**config.mk**
```make
export PLATFORM = sky130hd
export DESIGN_NAME = alu4_rr_sched
export DESIGN_NICKNAME = d
export VERILOG_FILES = /design/src/rtl/alu4_rr_sched.sv
export SDC_FILE = /design/constraint.sdc
export NUM_CORES = 1
export LEC_CHECK = 0
export ABC_AREA = 1
export ABC_CLOCK_PERIOD_IN_PS = 1300
export BUFFER_PORTS_ARGS = -buffer_cell sky130_fd_sc_hd__buf_4
export CORE_AREA = 2 2 58 60
export CTS_CLUSTER_SIZE = 24
export DETAILED_ROUTE_END_ITERATION = 8
export DIE_AREA = 0 0 60 62
export GPL_ROUTABILITY_DRIVEN = 0
export HOLD_SLACK_MARGIN = 0.1
export PLACE_DENSITY_LB_ADDON = 0.3
export SYNTH_ARGS = -nofsm -noshare
export SYNTH_HDL_FRONTEND = slang
export SYNTH_SLANG_ARGS = --single-unit
```
**constraint.sdc**
```tcl
create_clock -name clk -period 1.3 [get_ports clk]
set_input_delay 0.26 -clock clk [delete_from_list [all_inputs] [get_ports clk]]
set_output_delay 0.26 -clock clk [all_outputs]
set_load 0.01 [all_outputs]
```
**src/rtl/alu4_rr_sched.sv**
```systemverilog
// Round-robin scheduler that shares one external 4-bit combinational ALU between two
// requesters. It registers the winner's operands, waits ALU_LAT settle cycles, then returns a tagged result.
module alu4_rr_sched #(
    parameter int ALU_LAT = 1
) (
    input  logic       clk,
    input  logic       rst,
    input  logic       req0,
    input  logic [1:0] op0,
    input  logic [3:0] a0,
    input  logic [3:0] b0,
    output logic       ack0,
    input  logic       req1,
    input  logic [1:0] op1,
    input  logic [3:0] a1,
    input  logic [3:0] b1,
    output logic       ack1,
    output logic [1:0] alu_op,
    output logic [3:0] alu_a,
    output logic [3:0] alu_b,
    input  logic [3:0] alu_y,
    input  logic       alu_co,
    output logic [3:0] res,
    output logic       res_co,
    output logic       res_id,
    output logic       res_valid,
    output logic       busy
);

    typedef enum logic [1:0] {
        IDLE  = 2'd0,
        ISSUE = 2'd1,
        WAIT  = 2'd2,
        DONE  = 2'd3
    } state_t;

    localparam logic [1:0] OP_ADD   = 2'b11;
    localparam logic [1:0] CNT_INIT = 2'(ALU_LAT - 1);

    state_t     state_q;
    logic [1:0] cnt_q;
    logic       last_q;
    logic       win_q;
    logic       win_d;

    // A lone request wins outright; on a tie the side that did not win last goes.
    assign win_d = (req0 && req1) ? ~last_q : req1;

    always_ff @(posedge clk or posedge rst) begin
        if (rst) begin
            state_q   <= IDLE;
            cnt_q     <= 2'd0;
            last_q    <= 1'b1;
            win_q     <= 1'b0;
            ack0      <= 1'b0;
            ack1      <= 1'b0;
            alu_op    <= 2'd0;
            alu_a     <= 4'd0;
            alu_b     <= 4'd0;
            res       <= 4'd0;
            res_co    <= 1'b0;
            res_id    <= 1'b0;
            res_valid <= 1'b0;
            busy      <= 1'b0;
        end else begin
            ack0      <= 1'b0;
            ack1      <= 1'b0;
            res_valid <= 1'b0;
            case (state_q)
                IDLE: begin
                    if (req0 || req1) begin
                        win_q   <= win_d;
                        alu_op  <= win_d ? op1 : op0;
                        alu_a   <= win_d ? a1 : a0;
                        alu_b   <= win_d ? b1 : b0;
                        ack0    <= ~win_d;
                        ack1    <= win_d;
                        busy    <= 1'b1;
                        state_q <= ISSUE;
                    end
                end
                ISSUE: begin
                    cnt_q   <= CNT_INIT;
                    state_q <= WAIT;
                end
                WAIT: begin
                    if (cnt_q == 2'd0) begin
                        res       <= alu_y;
                        // Carry-out is only meaningful for ADD.
                        res_co    <= (alu_op == OP_ADD) ? alu_co : 1'b0;
                        res_id    <= win_q;
                        last_q    <= win_q;
                        res_valid <= 1'b1;
                        state_q   <= DONE;
                    end else begin
                        cnt_q <= cnt_q - 2'd1;
                    end
                end
                DONE: begin
                    busy    <= 1'b0;
                    state_q <= IDLE;
                end
                default: begin
                    busy    <= 1'b0;
                    state_q <= IDLE;
                end
            endcase
        end
    end

endmodule

```
Yosys cells after proc, flatten, opt, wreduce, memory -nomap -nowiden
Cells that the tools add are included.
{ "totals": {"reg_bits": 26, "in_bits": 29, "out_inout_bits": 20, "word_cells": 53} }
{ "classes": {"add_sub_neg": 1, "n_eq_ne": 7, "muxes": 18, "n_bitwise": 2, "reduce_logical": 11} }
{ "ops": {"columns": ["cell", "n"], "rows": [
  ["AND reduction 2 bit", 5],
  ["2-to-1 mux 1 bit", 9],
  ["2-to-1 mux 2 bit", 4],
  ["2-to-1 mux 4 bit", 2],
  ["case mux 2 bit (4 select lines)", 1],
  ["== test 2 bit, second input constant", 3],
  ["!= test 2 bit, second input constant", 3],
  ["zero test 2 bit", 2],
  ["case mux 2 bit (2 select lines)", 1],
  ["nonzero test 2 bit", 2],
  ["== test 2 x 1 -> 1 bit, second input constant", 1],
  ["NOT 1 bit", 2],
  ["case mux 1 bit (2 select lines)", 1],
  ["subtractor 2 x 1 -> 2 bit, second input constant", 1],
  ["logical AND 1 bit", 1],
  ["logical OR 1 bit", 1]
]} }

Longest topological paths before layout
Gate-level depths: netlist of run 1.
{ "logic_depth": {"word_depth": 5, "ltp_mapped": 7, "mapped_depth_nobuf": 7} }

Least setup slack after synthesis of run 1
OpenSTA, ideal clock, no wires.
{ "synth_path": {"path_kind": "register to register", "from": "register state_q[0]", "to": "register state_q[0]", "setup_time_ns": 0.117, "arrival_time_ns": 1.066, "t_required_ns": 1.183, "path_slack_ns": 0.118, "path_stages_with_launch": 6, "n_path_buf": 0, "period_less_slack_ns": 1.182, "path_cell_list": "dfrtp_1 inv_1 ha_1 or2_2 nand3_1 nand2_1"} }
{ "synth_between": {"elab_chain_cells": 3, "word_cells_on_any_way": 8, "cone_classes": "eq/ne (5); mux (1); reduce/logical (2)"} }
{ "synth_rtl": {"columns": ["element", "line_no", "text"], "rows": [
  ["start, declared", "40", "state_t state_q;"],
  ["start signal, assigned", "51", "state_q <= IDLE;"],
  ["start signal, assigned", "79", "state_q <= ISSUE;"],
  ["start signal, assigned", "84", "state_q <= WAIT;"],
  ["== test 2 bit or zero test 2 bit (tied branches)", "69", "case (state_q)"],
  ["!= test 2 bit (no source line)", null, null],
  ["AND reduction 2 bit (no source line)", null, null]
]} }
Parallel ways exist; a longest one is shown, timed or not.
A chain may end at the register's enable or synchronous reset.

Worst setup path after layout of run 1
{ "layout_path": {"from": "register state_q[1]", "to": "register state_q[0]"} }
The elaborated chain is that of the path after synthesis.

==> flow_metrics.env, run 1 <==
export IMPL_status="finished, final reports clean"
export IMPL_cts_tree="built"
export IMPL_grt_use_met3_pct=2.692
export IMPL_tightestPinTransition_ns=0.4012
export IMPL_synth_top_family_by_area="simple AND/OR/NAND/NOR gates"
export IMPL_path_buf_inv=1
export IMPL_hold_viol=0
export IMPL_use_met2_pct=23.60
export IMPL_final_setup_worst_slack_ns=0.05121
export IMPL_grt_use_met1_pct=21.05
export IMPL_drv_slew=0
export IMPL_grt_usage_pct=15.24
export IMPL_clk_path_buf_depth=2
export IMPL_grt_pass1_wl_mm=4.215
export IMPL_initial_core_util_pct=41.83
export IMPL_synth_main_ff_cell="dfrtp_1"
export IMPL_drv_cap=0
export IMPL_syn_area_mm2=0.001330
export IMPL_synthAdderAreaFrac_pct=4.704
export IMPL_cp_max_fo=4
export IMPL_syn2layout_area_growth_pct=37.53
export IMPL_numCtsBuffers=3
export IMPL_die_h_um=62
export IMPL_insertion_delay_ns=0.33
export IMPL_synth_cells=163
export IMPL_via_per_inst=4.443
export IMPL_period_share_pct=96.06
export IMPL_cp_data_arrival_time_ns=1.48
export IMPL_io_pins=49
export IMPL_drt_first_pass_iters=4
export IMPL_cp_required_ns=1.53
export IMPL_syn_nets=197
export IMPL_vias=1173
export IMPL_crit_family="simple AND/OR/NAND/NOR gates"
export IMPL_leakagePower_nw=1.054
export IMPL_setup_violations=0
export IMPL_synth_seq_cells=26
export IMPL_htreeDepth=1
export IMPL_cp_slowest_cell="dfrtp_1"
export IMPL_path_cells="inv_1 > ha_2 > or2_2 > nand3_1 > nand2_1"
export IMPL_power_mw=3.731
export IMPL_slowest_delay_ns=0.43
export IMPL_fmax_ghz=0.8008
export IMPL_overflow=0
export IMPL_reg2reg_slack_ns=0.05
export IMPL_core_area_mm2=0.003179
export IMPL_dp_slack_ns=0.005075
export IMPL_critPathCaptureType="register"
export IMPL_drive_gt1_share_pct=36.24
export IMPL_async_flop_share_pct=100.0
export IMPL_ys_seq_area_share_pct=49.01
export IMPL_fillers=302
export IMPL_synth_compound_area_share_pct=3.198
export IMPL_placementRows=21
export IMPL_clkTransAtPathRegs_ns=0.14
export IMPL_ant_nets=0
export IMPL_root_buffer="clkbuf_4"
export IMPL_grt_busiest_layer="met2"
export IMPL_vdd_ir_drop_max_uv=784.2
export IMPL_drt_iter0_markers=32
export IMPL_synth_edf_count=0
export IMPL_period_minus_slack_ns=1.249
export IMPL_synth_simple_area_share_pct=31.04
export IMPL_rsz0062_at_grt="yes"
export IMPL_dieArea_mm2=0.003720
export IMPL_crit_type="reg -> reg"
export IMPL_antenna_found_initial=0
export IMPL_skew_ns=0.004887
export IMPL_avgSynthCellArea_um2=8.160
export IMPL_min_path_type="in -> reg"
export IMPL_ys_warn_count=0
export IMPL_grt_pass1_vias=941
export IMPL_power_density_mw_per_mm2=2040
export IMPL_routed_wl_mm=2.823
export IMPL_grt_start_max_net_pins=27
export IMPL_worstSetupStartpointType="register"
export IMPL_num_antenna_cells=0
export IMPL_hpwl_mm=2.040
export IMPL_whs_ns=0.1213
export IMPL_synth_mux_area_share_pct=0
export IMPL_wl_per_cell_um=10.69
export IMPL_synth_xor_area_share_pct=0
export IMPL_synth_distinct_cells=17
export IMPL_clock_sinks=26
export IMPL_nets=253
export IMPL_drc=0
export IMPL_die_w_um=60
export IMPL_io_buffers=48
export IMPL_relSlewSlack_pct=73.15
-- per-stage QoR --
| stage | util [%] | std cells | setup TNS, ns | area (um2) |
|---|---|---|---|---|
| 6_report | 57.54 | 264 | 0 | 1829 |
| 5_1_grt | 57.54 | 264 | -0.06798 | 1829 |
| 4_1_cts | 56.40 | 262 | 0 | 1793 |
| 3_5_place_dp | 54.43 | 257 | 0 | 1730 |
| 3_3_place_gp | 54.43 | 257 | 0 | 1730 |
| 2_1_floorplan | - | 163 | 0 | 1330 |
-- report_power, final --
group | leakage, nW | internal, mW | switching [mW]
clock | 0.0279 | 0.312 | 0.246
sequential | 0.323 | 1.18 | 0.221
combinational | 0.703 | 0.832 | 0.942
total | 1.05 | 2.32 | 1.41
-- cell usage in the layout, fill, tap and decap left out, drive strengths merged --
| master | synthesis | layout |
|---|---|---|
| nand2 | 64 | 64 |
| buf | 3 | 53 |
| inv | 30 | 30 |
| dfrtp | 25 | 25 |
| nand3 | 23 | 23 |
| o21ai | 6 | 6 |
| ha | 5 | 5 |
| nor2 | 3 | 4 |
| clkbuf | 1 | 3 |
| or2 | 1 | 1 |
| a21oi | 1 | 1 |
| bufinv | 0 | 1 |
| dlygate4sd3 | 0 | 1 |
| dfstp | 1 | 1 |
-- synth_stat cells, types with 3 or more instances --
library cell / count / area (um2)
buf_6: 3 / 33.78
o21ai_0: 4 / 20.02
nand2_2: 12 / 75.07
nand2_1: 52 / 195.2
nand3_1: 23 / 115.1
inv_1: 30 / 112.6
ha_1: 5 / 62.56
dfrtp_1: 25 / 625.6
-- metal layers --
metal / up-vias / routed length, um / part of all wire (%)
met4: 0 / 46 / 1.6
li1: 604 / - / -
met2: 36 / 1307 / 46
met5: - / 0 / 0
met1: 528 / 1312 / 46
met3: 5 / 157 / 5.6
-- cell families after synthesis --
| group | after synthesis |
|---|---|
| compound gates | 7 |
| fa+ha+maj | 5 |
| buf+inv | 34 |
| simple gates | 91 |
| flops | 26 |
-- path summary, 6_finish.rpt --
check	from	endpoint	depth (start not counted)
worst min-delay path	alu_y[0]	res[0]$_DFFE_PP0P_	3
max in group asynchronous	rst	last_q$_DFFE_PP1P_	4
min in group asynchronous	rst	res_co$_DFFE_PP0P_	4
worst min register to register	last_q$_DFFE_PP1P_	last_q$_DFFE_PP1P_	2
worst max register to register	state_q[1]$_DFFE_PP0P_	state_q[0]$_DFFE_PP0P_	5
worst max-delay path	state_q[1]$_DFFE_PP0P_	state_q[0]$_DFFE_PP0P_	5
-- timing repair --
item | 4_1_cts | 5_1_grt
gates resized for setup | 0 | 6
endpoints found under the hold margin | 25 | 0
buffers inserted | 0 | 1
cloned | 0 | 1
endpoints found under the setup margin | 7 | 21
hold buffers | 1 | 0
pin swaps | 1 | 1
-- worst reg2reg max path: stages (launching register included) --
cell and delay (ns):
dfrtp_1 0.43, inv_1 0.08, ha_2 0.21, or2_2 0.30
nand3_1 0.09, nand2_1 0.05
-- area by class of cell --
class	instances	area (um2)	area share [%]
clock buffer	3	22.52	1.231
clock inverter	1	30.03	1.642
inverter	30	112.6	6.156
multi-input combinational	104	546.8	29.89
sequential	26	651.9	35.64
tap	46	57.56	3.146
timing repair buffer	54	407.9	22.30
-- flip-flops by register name, indices dropped and copies added, names as in the netlist --
| register | count |
|---|---|
| ack0 | 1 |
| ack1 | 1 |
| alu_a | 4 |
| alu_b | 4 |
| alu_op | 2 |
| busy | 1 |
| cnt_q | 2 |
| last_q | 1 |
| res | 4 |
| res_co | 1 |
| res_id | 1 |
| res_valid | 1 |
| state_q | 2 |
| win_q | 1 |
No activity file was read; power rests on OpenSTA's default activity.
==> run 2: changes to the inputs <==
CORE_AREA = 2 2 61 57   (was 2 2 58 60)
DIE_AREA = 0 0 63 59   (was 0 0 60 62)
PLACE_DENSITY = 0.72   (was unset)
PLACE_DENSITY_LB_ADDON = unset   (was 0.3)
==> run 2 against run 1 <==
Net effect: sequential power about the same; sequential cell count unchanged; setup slack better by 0.015 ns; final cell count down 1.1%; critical path depth up 1; non-clock buffer count up 1; clock skew up 0.0064 ns; clock power down 28%; power down 4.6%; combinational power about the same; critical endpoint is now alu_b[1]$_DFFE_PP0P_; largest power group unchanged.
==> flow_metrics.env, run 2 (same netlist as run 1, synthesis figures left out) <==
export IMPL_status="finished, final reports clean"
export IMPL_fmax_ghz=0.8104
export IMPL_antenna_found_initial=0
export IMPL_leakagePower_nw=1.051
export IMPL_syn2layout_area_growth_pct=35.94
export IMPL_grt_pass1_vias=1037
export IMPL_drv_cap=0
export IMPL_min_from="alu_y[3]"
export IMPL_routed_wl_mm=2.778
export IMPL_insertion_delay_ns=0.32
export IMPL_cp_required_ns=1.57
export IMPL_grt_pass1_wl_mm=4.588
export IMPL_wl_per_cell_um=10.64
export IMPL_clock_sinks=26
export IMPL_clock_power_share_pct=11.2
export IMPL_p_int_mw=2.189
export IMPL_clk_path_buf_depth=2
export IMPL_root_buffer="clkbuf_4"
export IMPL_switching_share_pct=38.53
export IMPL_clkTransAtPathRegs_ns=0.14
export IMPL_final_cell_mix="buf_4, nand2_1, inv_1"
export IMPL_min_path_type="in -> reg"
export IMPL_vias=1121
export IMPL_cp_max_fo=5
export IMPL_die_w_um=63
export IMPL_htreeDepth=1
export IMPL_skew_ns=0.01130
export IMPL_worstSetupStartpointType="register"
export IMPL_critPathCaptureType="register"
export IMPL_grt_start_max_net_pins=27
export IMPL_grt_usage_pct=15.92
export IMPL_p_seq_share_pct=38.8
export IMPL_ant_nets=0
export IMPL_overflow=0
export IMPL_drive_gt1_share_pct=36.53
export IMPL_worstReg2RegStart="state_q[1]$_DFFE_PP0P_"
export IMPL_drv_slew=0
export IMPL_relSlewSlack_pct=74.14
export IMPL_drt_first_pass_iters=4
export IMPL_whs_ns=0.1365
export IMPL_crit_start="state_q[1]$_DFFE_PP0P_"
export IMPL_drt_iter0_markers=41
export IMPL_hold_viol=0
export IMPL_nets=254
export IMPL_vdd_ir_drop_max_uv=984.5
export IMPL_drc=0
export IMPL_layout_commonest_cell="buf_4"
export IMPL_die_h_um=59
export IMPL_cp_data_arrival_time_ns=1.50
export IMPL_rsz0062_at_grt="yes"
export IMPL_num_antenna_cells=0
export IMPL_post_route_util_pct=59.88
export IMPL_cts_tree="built"
export IMPL_p_switching_mw=1.372
export IMPL_period_share_pct=94.92
export IMPL_dieArea_mm2=0.003717
export IMPL_power_density_mw_per_mm2=1969
export IMPL_core_area_mm2=0.003019
export IMPL_hpwl_mm=2.031
export IMPL_setup_violations=0
export IMPL_top_regs="alu_a x4, alu_b x4, res x4"
export IMPL_tightestPinTransition_ns=0.3864
export IMPL_period_minus_slack_ns=1.234
export IMPL_initial_core_util_pct=44.05
export IMPL_numCtsBuffers=3
export IMPL_via_per_inst=4.295
export IMPL_combPwrFrac_pct=50.0
export IMPL_io_pins=49
export IMPL_io_buffers=48
export IMPL_crit_type="reg -> reg"
export IMPL_tns_ns=0
export IMPL_placementRows=19
-- run 2: critical path: stages (launching register included) --
cell and delay (ns):
dfrtp_1 0.43, inv_1 0.09, ha_2 0.23, inv_2 0.09
nor2_4 0.19, nand3_1 0.10, nand2_1 0.06
-- run 2: layer usage --
layer,wire [um],part of all wire (%),track usage [%]
met1,1388,50,22.87
met2,1230,44,24.16
met3,131,4.7,2.091
met4,27,0.97,7.619
met5,0,0,0
-- run 2: repair_timing --
| item | CTS | global route |
|---|---|---|
| hold endpoints to repair | 25 | 0 |
| buffers inserted | 0 | 1 |
| pin swaps | 1 | 1 |
| endpoints found under the setup margin | 10 | 16 |
| gates cloned | 1 | 0 |
| resized for setup | 1 | 4 |
| hold buffers | 1 | 0 |
-- run 2: layout make-up --
cell class | count | area, um2
fill | 284 | 1211
clock buffer | 4 | 36.28
sequential | 26 | 651.9
multi-input combinational | 104 | 539.3
tap | 42 | 52.55
inverter | 30 | 112.6
timing repair buffer | 55 | 415.4
-- run 2: path summary, 6_finish.rpt --
check,end,slack [ns],depth (start not counted)
setup / recovery,alu_b[1]$_DFFE_PP0P_,0.07,6
hold / removal,res[3]$_DFFE_PP0P_,0.14,3
setup reg to reg,alu_b[1]$_DFFE_PP0P_,0.07,6
hold reg to reg,last_q$_DFFE_PP1P_,0.49,2
max in group asynchronous,last_q$_DFFE_PP1P_,0.46,4
min in group asynchronous,alu_a[3]$_DFFE_PP0P_,0.53,4
-- run 2: power groups by stage --
stage                     Clock (mW)  Sequential [mW]  Combinational (mW)
final                          0.399             1.38                1.78
after floorplan                    0             1.52               0.866
after global placement             0             1.40                1.69
after detailed placement           0             1.40                1.72
after CTS                      0.411             1.39                1.75
after global routing           0.441             1.43                2.03
-- run 2: metrics by stage --
step	instances	power (mW)	setup WS [ns]	instance area, um2
2_1_floorplan	163	2.388	0.1179	1330
3_3_place_gp	254	3.088	0.03718	1733
3_5_place_dp	254	3.116	-0.004360	1733
4_1_cts	260	3.544	0.01535	1790
5_1_grt	261	3.900	-0.04586	1808
6_report	261	3.560	0.06608	1808
==> run 3: changes to the inputs <==
ABC_CLOCK_PERIOD_IN_PS = 1400   (was 1300)
SETUP_SLACK_MARGIN = 0.5   (was unset)
clock period = 1.4 ns   (was 1.3 ns; I/O delays follow)
==> run 3 against run 2 <==
Net effect: sequential cell count stayed put; final cell count is 6.9% higher; critical path depth is 1 higher; sequential power hardly changed; hold slack better by 0.0079 ns; combinational power is 51% higher; sequential share of layout area is 7.0 points lower; clock skew is 0.0079 ns lower; power is 28% higher; register-to-register slack better by 0.098 ns; core utilization is 14 points higher; first-iteration DRC count is 15% higher; critical endpoint is now state_q[0]$_DFFE_PP0P_.
==> flow_metrics.env, run 3 (same netlist as run 1, synthesis figures left out) <==
export IMPL_grt_usage_pct=20.44
export IMPL_via_per_inst=4.717
export IMPL_dieArea_mm2=0.003717
export IMPL_hpwl_mm=2.229
export IMPL_fillers=219
export IMPL_crit_start="state_q[1]$_DFFE_PP0P_"
export IMPL_wl_per_cell_um=12.62
export IMPL_dp_slack_ns=0.1247
export IMPL_rsz0062_at_grt="yes"
export IMPL_grt_pass1_vias=1305
export IMPL_initial_core_util_pct=44.05
export IMPL_layout_commonest_cell="buf_4"
export IMPL_cts_tree="built"
export IMPL_clkTransAtPathRegs_ns=0.14
export IMPL_hold_viol=0
export IMPL_htreeDepth=1
export IMPL_crit_type="reg -> reg"
export IMPL_overflow=0
export IMPL_final_cell_mix="buf_4, nand2_1, dfrtp_1"
export IMPL_vdd_ir_drop_max_uv=1142
export IMPL_min_path_type="in -> reg"
export IMPL_nets=272
export IMPL_die_h_um=59
export IMPL_drv_slew=0
export IMPL_power_mw=4.550
export IMPL_cp_required_ns=1.63
export IMPL_drv_cap=0
export IMPL_fmax_ghz=0.8088
export IMPL_leakagePower_nw=1.242
export IMPL_status="finished, final reports clean"
export IMPL_period_minus_slack_ns=1.236
export IMPL_grt_pass1_wl_mm=5.782
export IMPL_worstReg2RegStart="state_q[1]$_DFFE_PP0P_"
export IMPL_worstSetupStartpointType="register"
export IMPL_io_buffers=48
export IMPL_final_cells=279
export IMPL_numCtsBuffers=3
export IMPL_routed_wl_mm=3.521
export IMPL_syn2layout_area_growth_pct=68.49
export IMPL_skew_ns=0.003408
export IMPL_post_route_util_pct=74.22
export IMPL_die_w_um=63
export IMPL_clock_sinks=26
export IMPL_vias=1316
export IMPL_final_setup_worst_slack_ns=0.1636
export IMPL_drive_gt1_share_pct=56.12
export IMPL_clk_path_buf_depth=2
export IMPL_setup_violations=0
export IMPL_placementRows=19
export IMPL_insertion_delay_ns=0.32
export IMPL_grt_start_max_net_pins=27
export IMPL_io_pins=49
export IMPL_period_share_pct=88.31
export IMPL_dp_cells=251
export IMPL_core_area_mm2=0.003019
export IMPL_critPathCaptureType="register"
export IMPL_root_buffer="clkbuf_4"
export IMPL_drt_iter0_markers=47
export IMPL_power_density_mw_per_mm2=2030
export IMPL_cp_data_arrival_time_ns=1.46
export IMPL_num_antenna_cells=0
export IMPL_cp_max_fo=4
export IMPL_tightestPinTransition_ns=0.3826
export IMPL_relSlewSlack_pct=74.40
export IMPL_top_regs="alu_a x4, alu_b x4, res x4"
export IMPL_drc=0
export IMPL_ant_nets=0
export IMPL_min_from="alu_y[0]"
export IMPL_tns_ns=0
export IMPL_drt_first_pass_iters=4
export IMPL_antenna_found_initial=0
## run 3: metrics by stage
stage	hold slack, ns	area [um2]
finish	0.1445	2241
global route	0.1392	2241
CTS	0.1435	2146
detailed placement	0.3632	1755
global placement	0.3535	1755
floorplan	0.3193	1375
## run 3: cell type report
type | instances | area, um2 | area share (%)
repair buffers | 72 | 621.8 | 27.75
multi-input cells | 105 | 734.5 | 32.77
clock buffers | 3 | 22.52 | 1.005
inverters | 30 | 127.6 | 5.695
well taps | 42 | 52.55 | 2.345
clock inverters | 1 | 30.03 | 1.340
flip-flops and latches | 26 | 651.9 | 29.09
## run 3: power by group
group | total (mW) | internal, mW | switching [mW]
clock network | 0.510 | 0.290 | 0.221
logic | 2.69 | 1.43 | 1.26
registers | 1.35 | 1.10 | 0.252
## run 3: worst paths after layout
kind	to	cells after the start	slack [ns]
hold reg to reg	last_q$_DFFE_PP1P_	2	0.50
setup reg to reg	state_q[0]$_DFFE_PP0P_	7	0.16
min in group asynchronous	alu_b[0]$_DFFE_PP0P_	4	0.52
max in group asynchronous	last_q$_DFFE_PP1P_	4	0.62
setup / recovery	state_q[0]$_DFFE_PP0P_	7	0.16
hold / removal	res[0]$_DFFE_PP0P_	3	0.14
## run 3: routing by layer
metal	vias up	wire (um)	GRT usage (%)
met3	6	182	4.753
met4	0	63	7.619
met1	618	1429	24.44
met5	-	0	0
li1	649	-	-
met2	43	1845	36.47
## run 3: worst max-delay path, cell delays in order, from the launching register on
cell and delay [ns]:
dfrtp_1 0.45, inv_2 0.08, ha_4 0.19, buf_4 0.14
nand2_4 0.09, nand2_2 0.06, nand2_1 0.07, nand2_1 0.06
## run 3: timing repair
| item | CTS | global route |
|---|---|---|
| hold endpoints to repair | 25 | 0 |
| setup buffers | 15 | 6 |
| setup endpoints to repair | 46 | 47 |
| cloned | 2 | 0 |
| hold buffers | 1 | 0 |
| resized for setup | 53 | 16 |
| pin swaps | 12 | 10 |
